File: config.mk
export PLATFORM = sky130hd
export DESIGN_NAME = recognition_sequencer
export DESIGN_NICKNAME = d
export VERILOG_FILES = /design/src/rtl/recognition_sequencer_pkg.sv /design/src/rtl/recognition_sequencer_digit_stability_filter.sv /design/src/rtl/recognition_sequencer.sv
export SDC_FILE = /design/constraint.sdc
export NUM_CORES = 1
export LEC_CHECK = 0
export CORE_MARGIN = 2
export CORE_UTILIZATION = 47
export DETAILED_ROUTE_END_ITERATION = 16
export PLACE_DENSITY = 0.93
export SETUP_SLACK_MARGIN = 0.1
export SLEW_MARGIN = 20
export SYNTH_ARGS = -nofsm -noshare
export SYNTH_HDL_FRONTEND = slang
export SYNTH_HIERARCHICAL = 1
export SYNTH_SLANG_ARGS = --single-unit
export TNS_END_PERCENT = 10
File: constraint.sdc
create_clock -name clk -period 4.8 [get_ports clk]
set_input_delay 0.96 -clock clk [delete_from_list [all_inputs] [get_ports clk]]
set_output_delay 0.96 -clock clk [all_outputs]
set_load 0.005 [all_outputs]
File: src/rtl/recognition_sequencer_pkg.sv
// Shared definitions for the digit-recognition frame controller:
// FSM state encoding, the "no digit" code and default raster limits.
package recog_pkg;

  typedef enum logic [2:0] {
    IDLE  = 3'd0,
    SYNC  = 3'd1,
    EDGE  = 3'd2,
    REC   = 3'd3,
    HOLD  = 3'd4,
    CAPT  = 3'd5,
    CLEAR = 3'd6
  } state_e;

  localparam logic [3:0] DIGIT_NONE = 4'hF;

  // Raster limits shared with the scan counter and the recognizer.
  localparam int unsigned H_LAST_DEF = 639;
  localparam int unsigned V_LAST_DEF = 479;

  // Last pixel of a frame: valid pixel at the bottom-right corner.
  function automatic logic is_eof(
    input logic       vld,
    input logic [9:0] row,
    input logic [9:0] col,
    input logic [9:0] row_last,
    input logic [9:0] col_last
  );
    return vld && (row == row_last) && (col == col_last);
  endfunction

endpackage

File: src/rtl/recognition_sequencer_digit_stability_filter.sv
// Publishes a digit only after it has been captured STABLE_CNT times in a
// row. A "no digit" capture flags an error and breaks any running match.
module digit_stability_filter
  import recog_pkg::*;
#(
  parameter int unsigned STABLE_CNT = 3
) (
  input  logic       clk,
  input  logic       rst,
  input  logic       sample,
  input  logic [3:0] d,
  output logic [3:0] digital,
  output logic       valid,
  output logic       err
);

  localparam int unsigned      CNT_W   = $clog2(STABLE_CNT + 1);
  localparam logic [CNT_W-1:0] CNT_MAX = CNT_W'(STABLE_CNT);
  localparam logic [CNT_W-1:0] CNT_ONE = CNT_W'(1);

  logic [CNT_W-1:0] cnt_r;
  logic [CNT_W-1:0] cnt_nx_s;
  logic [3:0]       last_r;
  logic [3:0]       last_nx_s;
  logic             publish_s;
  logic             none_s;

  // Next match count / last digit and whether this capture completes a run.
  always_comb begin
    none_s    = (d == DIGIT_NONE);
    cnt_nx_s  = cnt_r;
    last_nx_s = last_r;
    publish_s = 1'b0;
    if (none_s) begin
      cnt_nx_s  = '0;
      last_nx_s = DIGIT_NONE;
    end else if (d == last_r) begin
      // Saturate at CNT_MAX; only the transition into CNT_MAX publishes.
      if (cnt_r != CNT_MAX) begin
        cnt_nx_s  = cnt_r + CNT_ONE;
        publish_s = ((cnt_r + CNT_ONE) == CNT_MAX);
      end else begin
        cnt_nx_s  = cnt_r;
        publish_s = 1'b0;
      end
    end else begin
      last_nx_s = d;
      cnt_nx_s  = CNT_ONE;
      publish_s = (CNT_ONE == CNT_MAX);
    end
  end

  // Filter state and registered one-cycle result pulses.
  always_ff @(posedge clk) begin
    if (rst) begin
      cnt_r   <= '0;
      last_r  <= DIGIT_NONE;
      digital <= DIGIT_NONE;
      valid   <= 1'b0;
      err     <= 1'b0;
    end else if (sample) begin
      cnt_r   <= cnt_nx_s;
      last_r  <= last_nx_s;
      digital <= publish_s ? d : digital;
      valid   <= publish_s;
      err     <= none_s;
    end else begin
      cnt_r   <= cnt_r;
      last_r  <= last_r;
      digital <= digital;
      valid   <= 1'b0;
      err     <= 1'b0;
    end
  end

endmodule

File: src/rtl/recognition_sequencer.sv
// Frame-level controller: alternates boundary and recognition passes,
// clears the recognizer between runs and feeds results to the stability
// filter. All control outputs are registered from the next state.
module recognition_sequencer
  import recog_pkg::*;
#(
  parameter int unsigned STABLE_CNT = 3,
  parameter int unsigned H_LAST     = H_LAST_DEF,
  parameter int unsigned V_LAST     = V_LAST_DEF
) (
  input  logic       clk,
  input  logic       rst,
  input  logic       iStart,
  input  logic       iStop,
  input  logic       iPixVld,
  input  logic [9:0] iRow,
  input  logic [9:0] iCol,
  input  logic       iEdgeFin,
  input  logic       iRecFin,
  input  logic [3:0] iDigital,
  output logic       oEdgeEn,
  output logic       oRecEn,
  output logic       oRecRst_n,
  output logic [3:0] oDigital,
  output logic       oValid,
  output logic       oErr,
  output logic       oBusy
);

  localparam logic [9:0] H_LAST_V = 10'(H_LAST);
  localparam logic [9:0] V_LAST_V = 10'(V_LAST);

  state_e state_r;
  state_e state_nx_s;
  logic   abort_r;
  logic   eof_s;
  logic   capt_stb_s;

  // Next-state logic; a stop from any active state routes through CLEAR.
  always_comb begin
    eof_s      = is_eof(iPixVld, iRow, iCol, V_LAST_V, H_LAST_V);
    state_nx_s = state_r;
    if ((state_r != IDLE) && iStop) begin
      state_nx_s = CLEAR;
    end else begin
      case (state_r)
        IDLE:    state_nx_s = (iStart && !iStop) ? SYNC : IDLE;
        SYNC:    state_nx_s = eof_s ? EDGE : SYNC;
        EDGE:    state_nx_s = iEdgeFin ? REC : EDGE;
        REC:     state_nx_s = iRecFin ? HOLD : REC;
        HOLD:    state_nx_s = CAPT;
        CAPT:    state_nx_s = CLEAR;
        CLEAR:   state_nx_s = abort_r ? IDLE : SYNC;
        default: state_nx_s = IDLE;
      endcase
    end
    // iDigital is sampled on the edge entering CAPT, so the filter's
    // registered pulses are visible during the CAPT cycle itself.
    capt_stb_s = (state_r == HOLD) && (state_nx_s == CAPT);
  end

  // Remember that the current CLEAR was caused by a stop.
  always_ff @(posedge clk) begin
    if (rst) begin
      abort_r <= 1'b0;
    end else if ((state_r != IDLE) && iStop) begin
      abort_r <= 1'b1;
    end else if (state_r == CLEAR) begin
      abort_r <= 1'b0;
    end else begin
      abort_r <= abort_r;
    end
  end

  // State register and Moore outputs registered from the next state.
  always_ff @(posedge clk) begin
    if (rst) begin
      state_r   <= IDLE;
      oEdgeEn   <= 1'b0;
      oRecEn    <= 1'b0;
      oRecRst_n <= 1'b1;
      oBusy     <= 1'b0;
    end else begin
      state_r   <= state_nx_s;
      oEdgeEn   <= (state_nx_s == EDGE);
      oRecEn    <= (state_nx_s == REC);
      oRecRst_n <= (state_nx_s != CLEAR);
      oBusy     <= (state_nx_s != IDLE);
    end
  end

  digit_stability_filter #(
    .STABLE_CNT (STABLE_CNT)
  ) u_filter (
    .clk     (clk),
    .rst     (rst),
    .sample  (capt_stb_s),
    .d       (iDigital),
    .digital (oDigital),
    .valid   (oValid),
    .err     (oErr)
  );

endmodule

==> metrics.txt <==
outcome=finished clean; nets@finish=199; final slew viol count=0; P&R area growth vs syn=39.1%; Worst Skew=0.00731 ns; initial antenna violation count=0; Initial Util=50.6%; die area=2840 um^2; clock-pin slew on the worst setup and hold paths=0.11 ns; CTS hold repair buffers=0; Core Area=2250 um^2; cell count after synthesis=127; hold violation count in the final report=0; post-route clock period utilization=54.6%; RSZ-0062 raised after global routing=no; Mapped Area=1140 um^2; final WL=2.70 mm; critical path class=in2reg; Tot GR Track Use=21.6%; Die W=53.3 um; CTS HTree Levels=1; postcts setup bufs=0; CP max FO=8; Skew-Pair Late Insertion Delay=0.30 ns; share of flip-flops with an asynchronous set or reset=0%; Synth top area share=35.1%; Main synth FF type=dfxtp_1; Die H=53.3 um; Syn Nets=160; sequential share of the synthesized area=35.1%; synth unique cells=44; number of synthesized flops with an enable pin=0; Warnings, synthesis=6; CTS tree=built; Yosys reg bits=20; vias in the first global route=1,044; routed wl met3=159 um; PwrDens=344 nW/um^2; root buffer cell=clkbuf_4; Antenna Nets Post-Route=0; synth cell count leaders=dfxtp_1, nor2_1, nand3_1, a21oi_1, nand4_1; Antenna diodes=0; Overflow after GRT=0; IO Port Bufs=40; residual DRC count=0; Top Metal Used=met4; f_max=381 MHz; Req. time, crit path=4.99 ns; worst-margin pin slew=0.675 ns; max_cap viols=0; largest net degree at the start of global routing=20; slew margin rel.=54.9%; met2 wire length=1.32 mm; Vias/cell=5.75; routed len/inst=14.0 um; top cells by area, synth=dfxtp_1, nor2_1, mux2i_1; static leakage=0.571 nW; hpwl dp=2.10 mm; CTS sink count=20; Peak supply drop=309 uV; startpoint type of the worst setup path=primary input; post-layout minimum cycle time=2.62 ns; global-route wire length before repair=4.49 mm; worst hold path type=reg2reg; Setup TNS=0 ns; count leader, synth=dfxtp_1; clock tree buffer depth=2; cts bufs inserted=3; Vias=1,109; final core occ=70.4%; number of detailed-route iterations in the first pass=4; GPL Wtd Cong=0.873; met1 wire length=1.16 mm; CP arrival=2.81 ns; final setup fails=0; CP endpoint kind=flip-flop; share of layout cells above drive strength 1=7.88%; I/O pins=41; number of DRC markers in iteration 0=39; Yosys top cell by area=dfxtp_1; post-CTS sizing=0; site row count=17; mean post-synth cell area=8.98 um^2
## worst max-delay path, cell delays in order
cell             delay (ns)
clkdlybuf4s50_1        0.43
and4bb_1               0.32
a21oi_1                0.07
nor3_1                 0.49
nand3_1                0.25
o21ai_0                0.21
nand3_1                0.09
## registers in the layout, summed over array words and instances, names as in the netlist
signal	cells
u_filter/digital	4
state_r	3
oRecEn	1
oBusy	1
u_filter/valid	1
oEdgeEn	1
abort_r	1
u_filter/last_r	4
u_filter/err	1
u_filter/cnt_r	2
oRecRst_n	1
## logic make-up (layout without fill, tap and decap cells)
family,after synthesis,in the layout,share of synthesized area [%]
flops,20,20,35.1
compound gates,29,29,18.5
xor+xnor,4,4,3.07
mux,6,6,5.70
fa+ha+maj,2,2,2.19
buf+inv,11,49,5.37
simple gates,55,55,30.0
## cells in the final DEF, fill, tap and decap left out, types with 2 or more instances in the layout
cell type	count
clkbuf_4	3
nand2_1	4
dfxtp_1	20
mux2i_1	5
nand3_1	10
a21o_1	2
o21ai_0	5
a21oi_1	8
nor2b_1	2
o21ai_1	3
nor3_1	3
clkdlybuf4s50_1	40
ha_1	2
xnor2_1	4
nor2_1	15
o31ai_1	2
inv_1	4
nand4_1	7
## power breakdown
part | total [W] | switching (W) | internal [W]
logic | 0.000187 | 0.0000806 | 0.000106
registers | 0.000224 | 0.0000345 | 0.000190
clock network | 0.000136 | 0.0000515 | 0.0000844
## routing by layer
metal  vias up  GRT usage (%)
met1       516           26.4
li1        542              -
met2        41           35.8
met4         0           7.26
met5         -              0
met3        10           6.21
## final timing paths
check             depth (start not counted)                start                  end  slack, ns
setup / recovery                          7              iRecFin  u_filter/digital[2]       2.18
hold reg to reg                           2  u_filter/digital[2]  u_filter/digital[2]       0.50
setup reg to reg                          6           state_r[1]  u_filter/digital[2]       2.61
hold / removal                            2  u_filter/digital[2]  u_filter/digital[2]       0.50
## cell type report
cell class	count	area, um^2
timing repair buffer	40	400
tap	28	35.0
multi-input combinational	96	679
sequential	20	400
clock buffer	3	22.5
inverter	5	20.0
clock inverter	1	30.0
fill	180	667
## through the flow
step / total power [W] / instances / instance area (um^2) / worst slack [ns] / hold WS [ns]
floorplan: 0.000351 / 127 / 1140 / 2.52 / 0.480
global placement: 0.000399 / 189 / 1540 / 1.90 / 0.477
detailed placement: 0.000411 / 189 / 1540 / 1.86 / 0.489
CTS: 0.000548 / 193 / 1590 / 2.19 / 0.505
global route: 0.000576 / 193 / 1590 / 1.90 / 0.549
finish: 0.000547 / 193 / 1590 / 2.18 / 0.499
(Power assumes the default switching activity.)
